===== src/rtl/key_encoder_pkg.sv =====
// Shared constants, FSM state type and priority-encode helper for the key encoder.
package key_encoder_pkg;

   localparam int NUM_KEYS = 7;
   localparam int CODE_W   = 3;
   localparam int CNT_W    = 16;
   localparam logic [CODE_W-1:0] CODE_NONE = 3'd7;

   typedef enum logic {
      IDLE    = 1'b0,
      PRESSED = 1'b1
   } state_t;

   // Highest set bit wins; inverse of the one-hot decoder, all-zero -> CODE_NONE.
   function automatic logic [CODE_W-1:0] prio_enc(input logic [NUM_KEYS-1:0] v);
      prio_enc = CODE_NONE;
      for (int i = 0; i < NUM_KEYS; i++)
         if (v[i]) prio_enc = CODE_W'(i);
   endfunction

endpackage


===== src/rtl/key_encoder_debounce.sv =====
// One request bit: 2-flop synchronizer, agreement counter and debounced state flop.
module key_debounce
   import key_encoder_pkg::*;
#(
   parameter int DEBOUNCE_CYCLES = 12000
) (
   input  logic CLK,
   input  logic RST,
   input  logic i_req,
   output logic o_state
);

   localparam logic [CNT_W-1:0] LIMIT = CNT_W'(DEBOUNCE_CYCLES - 1);

   logic             r_sync1, r_sync2, r_state;
   logic [CNT_W-1:0] r_cnt;

   always_ff @(posedge CLK) begin
      if (RST) begin
         r_sync1 <= 1'b0;
         r_sync2 <= 1'b0;
         r_state <= 1'b0;
         r_cnt   <= '0;
      end else begin
         r_sync1 <= i_req;
         r_sync2 <= r_sync1;
         if (r_sync2 == r_state) begin
            r_cnt <= '0;
         end else if (r_cnt == LIMIT) begin
            // this cycle is the DEBOUNCE_CYCLES-th consecutive disagreement
            r_state <= r_sync2;
            r_cnt   <= '0;
         end else begin
            r_cnt <= r_cnt + 1'b1;
         end
      end
   end

   assign o_state = r_state;

endmodule


===== src/rtl/key_encoder.sv =====
// Debounced 7-key priority encoder with VALID/ACK handshake and sticky OVERRUN.
// Optional MULTI flag enabled by defining KEY_ENCODER_MULTI_ERR_EN.
module key_encoder
   import key_encoder_pkg::*;
#(
   parameter int DEBOUNCE_CYCLES = 12000
) (
   input  logic                CLK,
   input  logic                RST,
   input  logic [NUM_KEYS-1:0] REQ,
   input  logic                ACK,
   output logic [CODE_W-1:0]   CODE,
   output logic                VALID,
   output logic                HELD,
   output logic                OVERRUN,
   output logic                MULTI
);

   logic [NUM_KEYS-1:0] w_deb;
   state_t              r_state, w_next;
   logic                w_latch, w_ack;
   logic [CODE_W-1:0]   r_code;
   logic                r_valid, r_overrun;

   for (genvar g = 0; g < NUM_KEYS; g++) begin : g_key
      key_debounce #(.DEBOUNCE_CYCLES(DEBOUNCE_CYCLES)) u_db (
         .CLK     (CLK),
         .RST     (RST),
         .i_req   (REQ[g]),
         .o_state (w_deb[g])
      );
   end

   always_ff @(posedge CLK) begin
      if (RST) r_state <= IDLE;
      else     r_state <= w_next;
   end

   always_comb begin
      w_next  = r_state;
      w_latch = 1'b0;
      case (r_state)
         IDLE: if (|w_deb) begin
            w_next  = PRESSED;
            w_latch = 1'b1;
         end
         PRESSED: if (w_deb == '0) w_next = IDLE;
         default: w_next = IDLE;
      endcase
   end

   assign w_ack = r_valid & ACK;

   always_ff @(posedge CLK) begin
      if (RST) begin
         r_code    <= CODE_NONE;
         r_valid   <= 1'b0;
         r_overrun <= 1'b0;
      end else if (w_latch) begin
         // a latch beats a coincident ACK; only an unacknowledged code counts as overrun
         r_code    <= prio_enc(w_deb);
         r_valid   <= 1'b1;
         r_overrun <= r_valid & ~ACK ? 1'b1 : (w_ack ? 1'b0 : r_overrun);
      end else if (w_ack) begin
         r_valid   <= 1'b0;
         r_overrun <= 1'b0;
      end
   end

`ifdef KEY_ENCODER_MULTI_ERR_EN
   logic r_multi;
   always_ff @(posedge CLK) begin
      if (RST)          r_multi <= 1'b0;
      else if (w_latch) r_multi <= (w_deb & (w_deb - 1'b1)) != '0;
   end
   assign MULTI = r_multi;
`else
   assign MULTI = 1'b0;
`endif

   assign CODE    = r_code;
   assign VALID   = r_valid;
   assign HELD    = (r_state == PRESSED);
   assign OVERRUN = r_overrun;

endmodule

===== config.mk =====
export PLATFORM = sky130hd
export DESIGN_NAME = key_encoder
export DESIGN_NICKNAME = d
export VERILOG_FILES = /design/src/rtl/key_encoder_pkg.sv /design/src/rtl/key_encoder_debounce.sv /design/src/rtl/key_encoder.sv
export SDC_FILE = /design/constraint.sdc
export NUM_CORES = 1
export LEC_CHECK = 0
export ABC_AREA = 1
export BUFFER_PORTS_ARGS = -buffer_cell sky130_fd_sc_hd__buf_2
export CAP_MARGIN = 20
export CORE_MARGIN = 5
export CORE_UTILIZATION = 40
export CTS_CLUSTER_SIZE = 8
export DETAILED_ROUTE_END_ITERATION = 12
export GPL_TIMING_DRIVEN = 0
export PLACE_DENSITY_LB_ADDON = 0.2
export SLEW_MARGIN = 15
export SYNTH_ARGS = -nofsm -noshare
export SYNTH_HDL_FRONTEND = slang
export SYNTH_SLANG_ARGS = --single-unit
export TNS_END_PERCENT = 5

===== constraint.sdc =====
create_clock -name CLK -period 2.7 [get_ports CLK]
set_input_delay 0.405 -clock CLK [delete_from_list [all_inputs] [get_ports CLK]]
set_output_delay 0.405 -clock CLK [all_outputs]
set_load 0.03 [all_outputs]

== Word level (Yosys, flattened, before mapping) ==
Cells that the tools add are included.
W data, S select, Z words.
Storage, ports and cells
  latch bits: 0
  ROM bits: 0
  input bits: 10
  RAM bits: 0
  memories: 0
  word-level logic and storage cells: 97
  register bits after elaboration: 139
Operators by class
  bitwise logic cells: 11
  multipliers: 0
  equality and inequality tests: 14
  shifts and indexed selects: 0
  divide/modulo/power cells: 0
  order comparisons: 0
  $add $sub $neg: 7
  multiplexer cells: 16
  reductions and logical operators: 17
Operators by type and width (count)
  $add A16 B1 Y16 const B: 7
  $eq A16 B14 Y1 const B: 7
  $mux W3: 7
  $reduce_or A3 Y1: 7
  $reduce_and A2 Y1: 7
  $not A1 Y1: 9
  $mux W1: 8
  $eq A1 B1 Y1: 7
  $logic_not A7 Y1: 1
  $reduce_or A7 Y1: 1
  $and A1 B1 Y1: 2
  $pmux W1 S2: 1
  $reduce_bool A2 Y1: 1

== Logic depth before layout (Yosys ltp) ==
Gate-level depths: netlist of the first run.
  word-level depth: 7
  depth in mapped cells: 9

== Cells and area by module ==
A second synthesis of the first run with hierarchy kept.
Second synthesis, totals
  cells, all modules: 950
  area total of the unflattened synthesis: 6995.5 um2
By module, submodules not included
  key_debounce at g_key[0].u_db ...: instances 6, seq. area each 380.4 um2, cells an instance 126, area an instance 939.7 um2
  key_debounce at g_key[6].u_db: instances 1, seq. area each 380.4 um2, cells an instance 141, area an instance 1009.7 um2
  key_encoder: instances 1, seq. area each 120.1 um2, cells an instance 53, area an instance 347.8 um2

== Least setup slack after synthesis of the first run ==
OpenSTA, ideal clock, no wires.
  path kind: register to register
  start point: register g_key[1].u_db.r_cnt[0]
  end point: register g_key[1].u_db.r_cnt[6]
  period minus slack after synthesis: 1.353 ns
  data arrival time: 1.234 ns
  setup time: 0.119 ns
  setup slack: 1.347 ns
  required time: 2.581 ns
  cell stages (with the launch flop): 10
  cells stage by stage: dfxtp_1 ha_1 nand2_2 inv_2 nand2_2 nor2_4 nand3_2 nand2_2 buf_12 nor2_4
On the way
  cells in the longest elaborated chain, start to end: 2
  elaborated cells on any way between the ends: 3
  those cells by class: add/sub (1); eq/ne (1); reduce/logical (1)
Ends and longest elaborated chain
  from (decl): line key_encoder_debounce.sv:16  | logic [CNT_W-1:0] r_cnt;
  from (signal assigned): line key_encoder_debounce.sv:34  | r_cnt <= r_cnt + 1'b1;
  parallel branches: the longest is 2 deep, another holds $add A16 B1 Y16
Parallel ways; which one is timed is not known.
A chain may end at the register's enable or synchronous reset.

== Final worst setup path of the first run ==
  start point: register g_key[0].u_db.r_cnt[0]
  end point: register g_key[0].u_db.r_cnt[10]
On the way
  cells in the longest elaborated chain, start to end: 2
  elaborated cells on any way between the ends: 3
  those cells by class: add/sub (1); eq/ne (1); reduce/logical (1)
Ends and longest elaborated chain (line)
  from (decl): key_encoder_debounce.sv:16
  from (signal assigned): key_encoder_debounce.sv:34
  parallel branches: the longest is 2 deep, another holds $add A16 B1 Y16
Parallel ways; which one is timed is not known.

==> results.sh, run 1 <==
export IMPL_outcome="finished, final reports clean"
export IMPL_wl_per_cell_um=10.8
export IMPL_crit_chain="ha_1 -> nand3_1 -> nor2_1 -> nand2_1 -> nand2_2 -> buf_4 -> a21oi_1"
export IMPL_critPathRequiredTime_ns=3.00
export IMPL_timing_fmax_mhz=640
export IMPL_clockRootBuffer="clkbuf_16"
export IMPL_vias=5631
export IMPL_clockBufferDepth=2
export IMPL_antenna_found_initial=0
export IMPL_fin_tns_setup_ns=0
export IMPL_crit_slowest_cell="dfxtp_1"
export IMPL_ys_ff_latch=139
export IMPL_n_fill_cell=1687
export IMPL_cp_top_family="simple AND/OR/NAND/NOR gates"
export IMPL_layout_nets=997
export IMPL_htree_levels=4
export IMPL_synth_edf_count=0
export IMPL_synth_async_sr_flop_share=0
export IMPL_hold_viol=0
export IMPL_rsz0062_at_grt="no"
export IMPL_num_io_pins=17
export IMPL_cpPeakStageDelay_ns=0.34
export IMPL_fp_coreArea_um2=16500
export IMPL_grt_pass1_vias=5216
export IMPL_die_area_um2=19400
export IMPL_routabilityCongestion=0.823
export IMPL_grt_start_max_net_pins=17
export IMPL_arrival_ns=1.86
export IMPL_crit_path_end_kind="register"
export IMPL_slew_viol_final=0
export IMPL_tritoncts="built"
export IMPL_antenna_cells=0
export IMPL_hold_path_class="in -> reg"
export IMPL_ctsHoldBuffers=0
export IMPL_drt_initial_drc_count=291
export IMPL_hold_start="REQ[3]"
export IMPL_die_h_um=139
export IMPL_period_needed_ns=1.56
export IMPL_setup_viol=0
export IMPL_fin_hold_ws_ns=0.192
export IMPL_post_cts_resized_instances=0
export IMPL_powerDensity_nw_per_um2=579
export IMPL_start_util=0.405
export IMPL_grt_pass1_wl_um=23200
export IMPL_yosysWarningCount=0
export IMPL_ant_nets=0
export IMPL_synth_top_cell_area_share=0.415
export IMPL_ys_seq_area_frac=0.415
export IMPL_synth_distinct_cells=33
export IMPL_synth_area_leaders="dfxtp_1, nand2_1, nor2_1, inv_1, nand3_1"
export IMPL_chipWidth_um=139
export IMPL_cp_max_fo=10
export IMPL_fin_worst_skew_ns=0.00776
export IMPL_syn_area_um2=6700
export IMPL_drv_cap=0
export IMPL_crit_start="g_key[0].u_db.r_cnt[0]"
export IMPL_grt_overflow=0
export IMPL_cts_inserted_buffers=17
export IMPL_numPortBuffers=15
export IMPL_finalCritPeriodShare=0.578
export IMPL_crit_type="reg -> reg"
export IMPL_synth_nets=963
export IMPL_wirelength_um=13100
export IMPL_worstReg2RegStart="g_key[0].u_db.r_cnt[0]"
export IMPL_grt_use_total=0.141
export IMPL_ys_flop_type="dfxtp_1"
export IMPL_vdd_drop_max_mv=0.423
export IMPL_start_kind="register"
export IMPL_hpwl_um=9750
export IMPL_cts_sinks=139
export IMPL_netlist_instances=946
export IMPL_via_per_inst=4.65
export IMPL_path_clk_slew_ns=0.06
export IMPL_clk_latency_ns=0.42
export IMPL_synth_top_area_cell="dfxtp_1"
export IMPL_total_leakage_power_uw=0.00259
export IMPL_cp_num_buf_inv=1
export IMPL_rows=47
export IMPL_drc=0
export IMPL_cts_setup_buffers=0
export IMPL_firstDrtPassIters=4
export IMPL_avgSynthCellArea_um2=7.08
export IMPL_drive_above_1_share=0.131
export IMPL_syn2layout_area_growth_pct=13.8
metal layers:
layer  track usage  part of all wire  vias to the layer above
met5             0                 0                        -
met4        0.0371             0.010                        0
met3        0.0374             0.029                       12
met2         0.229              0.46                       50
met1         0.187              0.50                     2518
li1              -                 -                     3051
worst paths after layout:
kind                            depth (start not counted)                      end  slack [ns]
worst max-delay path                                    7  g_key[0].u_db.r_cnt[10]        1.14
worst min-delay path                                    3    g_key[3].u_db.r_sync1        0.19
worst max register to register                          7  g_key[0].u_db.r_cnt[10]        1.14
worst min register to register                          2    g_key[0].u_db.r_sync2        0.40
cells by family after synthesis:
| group | Yosys count | share of synthesized area |
|---|---|---|
| AO/OA/AOI/OAI | 72 | 0.0607 |
| other | 1 | 0.000560 |
| flip-flops | 139 | 0.415 |
| XOR/XNOR | 46 | 0.0602 |
| buffers and inverters | 113 | 0.0747 |
| adder cells (fa/ha/maj) | 7 | 0.0131 |
| AND/OR/NAND/NOR | 568 | 0.375 |
state kept, by name (all words and copies together), names as in the netlist, named ones only:
signal and cells:
HELD 1, g_key.u_db.r_sync2 7, g_key.u_db.r_sync1 7, CODE 3, VALID 1, g_key.u_db.o_state 7, g_key.u_db.r_cnt 112
per-stage QoR:
stage | instance area [um2] | util | setup WS (ns) | power (uW) | instances
floorplan | 6700 | - | 1.35 | 2170 | 946
global placement | 7050 | 0.427 | 1.13 | 2190 | 1181
detailed placement | 7050 | 0.427 | 1.11 | 2190 | 1181
CTS | 7620 | 0.461 | 1.11 | 4480 | 1212
global route | 7620 | 0.461 | 0.966 | 4580 | 1212
finish | 7620 | 0.461 | 1.14 | 4410 | 1212
area by class of cell:
class / count / area [um2] / share of cell area
repair buffers: 15 / 75.1 / 0.00985
inverters: 102 / 383 / 0.0502
clock buffers: 19 / 453 / 0.0594
plain buffers: 11 / 118 / 0.0154
clock inverters: 12 / 123 / 0.0161
well taps: 220 / 275 / 0.0361
multi-input cells: 694 / 3410 / 0.448
flip-flops and latches: 139 / 2780 / 0.365
cell usage after synthesis, types with 2 or more instances:
cell      instances
inv_1            98
a21oi_2           3
ha_1              7
nand3b_1          3
nand3_2           3
nand4_1          29
or2_2             3
buf_4             3
a31oi_1           2
inv_2             4
buf_6             4
buf_12            2
or2_0             6
nor2_4            5
nor2_2           36
xor2_1           25
nand2_2          16
o21bai_1          5
a21oi_1          46
xnor2_1          21
o21ai_0          13
dfxtp_1         139
buf_2             2
nor2_1          194
nand3_1          59
nor3_1            4
nand2_1         208
power by group:
group | leakage, uW | switching, uW | total (uW) | internal [uW]
clock network | 0.000285 | 876 | 2270 | 1400
registers | 0.00112 | 6.74 | 2070 | 2060
logic | 0.00118 | 45.3 | 71.9 | 26.6
worst register-to-register path, delay by kind of cell (launching register included):
| family | cells | cell delay, ns |
|---|---|---|
| AOI/OAI and AO/OA | 1 | 0.06 |
| adders and majority gates | 1 | 0.19 |
| buffers and inverters | 1 | 0.21 |
| DFF | 1 | 0.34 |
| and+or+nand+nor | 4 | 0.64 |
cells in the final DEF, fill, tap and decap left out, types with 4 or more instances in the layout:
| cell type | count |
|---|---|
| inv_2 | 4 |
| buf_6 | 4 |
| xnor2_1 | 21 |
| nand2_2 | 16 |
| nor3_1 | 4 |
| nor2_4 | 5 |
| clkinv_2 | 6 |
| nor2_1 | 194 |
| nand3_1 | 59 |
| o21ai_0 | 13 |
| nor2_2 | 36 |
| ha_1 | 7 |
| nand4_1 | 29 |
| a21oi_1 | 46 |
| nand2_1 | 208 |
| or2_0 | 6 |
| dfxtp_1 | 139 |
| o21bai_1 | 5 |
| inv_1 | 98 |
| clkbuf_16 | 17 |
| xor2_1 | 25 |
| buf_2 | 17 |
No activity file was read; power rests on OpenSTA's default activity.
==> run 2: changes to the inputs <==
--- a/config.mk
+++ b/config.mk
@@ -5,7 +5,7 @@
 export SDC_FILE = /design/constraint.sdc
 export NUM_CORES = 1
 export LEC_CHECK = 0
-export ABC_AREA = 1
+export ABC_AREA = 0
 export BUFFER_PORTS_ARGS = -buffer_cell sky130_fd_sc_hd__buf_2
 export CAP_MARGIN = 20
 export CORE_MARGIN = 5
==> constraint.sdc (replaced) <==
create_clock -name CLK -period 1.5 [get_ports CLK]
set_input_delay 0.225 -clock CLK [delete_from_list [all_inputs] [get_ports CLK]]
set_output_delay 0.225 -clock CLK [all_outputs]
set_load 0.03 [all_outputs]
==> run 2 against run 1 <==
Compared with the run above: the flow now finishes with violations (negative setup slack); clock skew is 0.0016 ns higher; sequential cell count did not move; die area is 11% lower; via count is 17% lower; global-route usage fell by 0.32 points; critical endpoint is now g_key[1].u_db.r_cnt[8]; largest cell class unchanged.
==> results.sh, run 2 <==
export IMPL_drive_above_1_share=0.223
export IMPL_ys_ff_latch=139
export IMPL_antenna_cells=0
export IMPL_rows=44
export IMPL_grt_use_total=0.138
export IMPL_antenna_found_initial=0
export IMPL_seqPwrFrac=0.439
export IMPL_num_io_pins=17
export IMPL_top_register="g_key.u_db.r_cnt"
export IMPL_yosysWarningCount=0
export IMPL_chipWidth_um=132
export IMPL_fin_worst_skew_ns=0.00935
export IMPL_netlist_instances=659
export IMPL_worstReg2RegStart="g_key[1].u_db.r_cnt[12]"
export IMPL_syn_area_um2=5930
export IMPL_synth_nets=676
export IMPL_numPortBuffers=15
export IMPL_synth_async_sr_flop_share=0
export IMPL_clockRootBuffer="clkbuf_16"
export IMPL_hold_viol=0
export IMPL_start_kind="register"
export IMPL_final_common_cell="nor2_1"
export IMPL_path_clk_slew_ns=0.06
export IMPL_rsz0062_at_grt="yes"
export IMPL_wirelength_um=11800
export IMPL_ys_flop_type="dfxtp_1"
export IMPL_routabilityCongestion=0.811
export IMPL_cts_inserted_buffers=17
export IMPL_slew_viol_final=0
export IMPL_cts_sinks=139
export IMPL_vias=4664
export IMPL_clk_latency_ns=0.42
export IMPL_mostFrequentLayoutCells="nor2_1, dfxtp_1, xnor2_1"
export IMPL_placedCellCount=858
export IMPL_avgSynthCellArea_um2=9.00
export IMPL_grt_pass1_vias=4440
export IMPL_dp_slack_ns=-0.520
export IMPL_arrival_ns=1.95
export IMPL_grt_pass1_wl_um=20100
export IMPL_firstDrtPassIters=4
export IMPL_grt_start_max_net_pins=17
export IMPL_fp_coreArea_um2=14500
export IMPL_final_area_um2=7480
export IMPL_power_switching_uw=1690
export IMPL_hold_path_class="in -> reg"
export IMPL_min_delay_path_depth=2
export IMPL_total_leakage_power_uw=0.00239
export IMPL_via_per_inst=5.12
export IMPL_synth_top_area_cell="dfxtp_1"
export IMPL_worst_pin_slew_ns=0.502
export IMPL_layout_nets=731
export IMPL_max_slew_margin=0.665
export IMPL_vdd_drop_max_mv=0.816
export IMPL_tritoncts="built"
export IMPL_dpl_cell_area_um2=6270
export IMPL_drc=0
export IMPL_whs_endpoint="g_key[0].u_db.r_sync1"
export IMPL_ant_nets=0
export IMPL_crit_path_end_kind="register"
export IMPL_start_util=0.408
export IMPL_cp_max_fo=6
export IMPL_powerDensity_nw_per_um2=1130
export IMPL_final_util=0.515
export IMPL_syn2layout_area_growth_pct=26.1
export IMPL_violations="negative setup slack"
export IMPL_synth_common_cells="dfxtp_1, nor2_1, xnor2_1"
export IMPL_synth_area_leaders="dfxtp_1, xnor2_1, nor2_1, xor2_1, nand4_1"
export IMPL_r2r_cells=6
export IMPL_ff2ff_setup_slack_ns=-0.14
export IMPL_outcome="finished with violations"
export IMPL_die_h_um=132
export IMPL_hpwl_um=7670
export IMPL_worst_slack_ns=-0.142
export IMPL_wl_per_cell_um=13.0
export IMPL_synth_top_cell_area_share=0.469
export IMPL_htree_levels=4
export IMPL_drv_cap=0
export IMPL_hold_start="REQ[0]"
export IMPL_clockBufferDepth=2
export IMPL_reg2reg_to="g_key[1].u_db.r_cnt[8]"
export IMPL_synth_distinct_cells=48
export IMPL_p_comb_frac=0.016
export IMPL_setup_viol=71
export IMPL_largest_reg_flops=112
export IMPL_clockPowerShare=0.545
export IMPL_timing_fmax_mhz=609
export IMPL_sw_frac_of_total=0.199
export IMPL_die_area_um2=17400
export IMPL_instances_no_fill=911
export IMPL_period_needed_ns=1.64
export IMPL_ys_seq_area_frac=0.469
export IMPL_drt_initial_drc_count=152
export IMPL_synth_edf_count=0
export IMPL_crit_type="reg -> reg"
export IMPL_synth_most_common_cell="dfxtp_1"
export IMPL_fin_tns_setup_ns=-6.37
export IMPL_grt_overflow=0
export IMPL_finalCritPeriodShare=1.09
export IMPL_p_int_uw=6770
export IMPL_critPathRequiredTime_ns=1.80
## run 2: layout make-up
cell class	instances	area, um2
Fill cell	1323	7060
Multi-Input combinational cell	478	3220
Sequential cell	139	2850
Clock buffer	19	443
Timing Repair Buffer	38	262
Tap cell	184	230
Clock inverter	13	211
Buffer	18	184
Inverter	22	82.6
## run 2: stage by stage
stage / hold WS (ns) / total power (uW)
4_1_cts: 0.0110 / 8590
3_5_place_dp: 0.425 / 3920
2_1_floorplan: 0.326 / 3880
3_3_place_gp: 0.416 / 3920
5_1_grt: 0.0287 / 8760
6_report: 0.0267 / 8460
## run 2: kinds of logic after synthesis
group	Yosys count	synth area share
AND/OR/NAND/NOR	341	0.295
flip-flops	139	0.469
XOR/XNOR	102	0.151
buffers and inverters	42	0.0369
AO/OA/AOI/OAI	20	0.0213
adder cells (fa/ha/maj)	7	0.0148
multiplexers	7	0.0118
other	1	0.000632
## run 2: routing by layer
layer,track usage,share of wire,vias to the layer above
li1,-,-,2375
met1,0.164,0.46,2214
met2,0.229,0.49,52
met3,0.0477,0.033,23
met4,0.0537,0.021,0
met5,0,0,-
## run 2: power by group through the flow
| stage | clock network (uW) | logic (uW) | registers, uW |
|---|---|---|---|
| 2_1_floorplan | 0 | 73.2 | 3810 |
| 6_report | 4610 | 132 | 3710 |
| 3_5_place_dp | 0 | 107 | 3810 |
| 4_1_cts | 4740 | 127 | 3720 |
| 3_3_place_gp | 0 | 106 | 3810 |
| 5_1_grt | 4900 | 147 | 3720 |
## run 2: worst max-delay path by stage
| stage | start | end | slack [ns] | cells after the start |
|---|---|---|---|---|
| final | g_key[1].u_db.r_cnt[12] | g_key[1].u_db.r_cnt[8] | -0.14 | 6 |
| after floorplan | g_key[6].u_db.r_cnt[0] | g_key[6].u_db.r_cnt[0] | -0.18 | 8 |
| after CTS | g_key[1].u_db.r_cnt[12] | g_key[1].u_db.r_cnt[13] | -0.14 | 6 |
| after detailed placement | g_key[5].u_db.r_cnt[0] | g_key[5].u_db.r_cnt[13] | -0.52 | 6 |
| after global routing | g_key[3].u_db.r_cnt[5] | g_key[3].u_db.r_cnt[13] | -0.24 | 5 |
| after global placement | g_key[5].u_db.r_cnt[0] | g_key[5].u_db.r_cnt[7] | -0.54 | 6 |
## run 2: worst max-delay path, stage by stage (launching register included)
cell	delay (ns)
dfxtp_2	0.32
or4_4	0.54
nor4_4	0.19
or2_0	0.15
buf_4	0.15
buf_6	0.12
nor2_1	0.04
## run 2: repair_timing
item	CTS	global route
hold endpoints to repair	1	0
buffers inserted	14	5
cloned	2	1
setup endpoints to repair	112	108
hold buffers	1	0
pin swaps	27	17
resized for setup	74	41
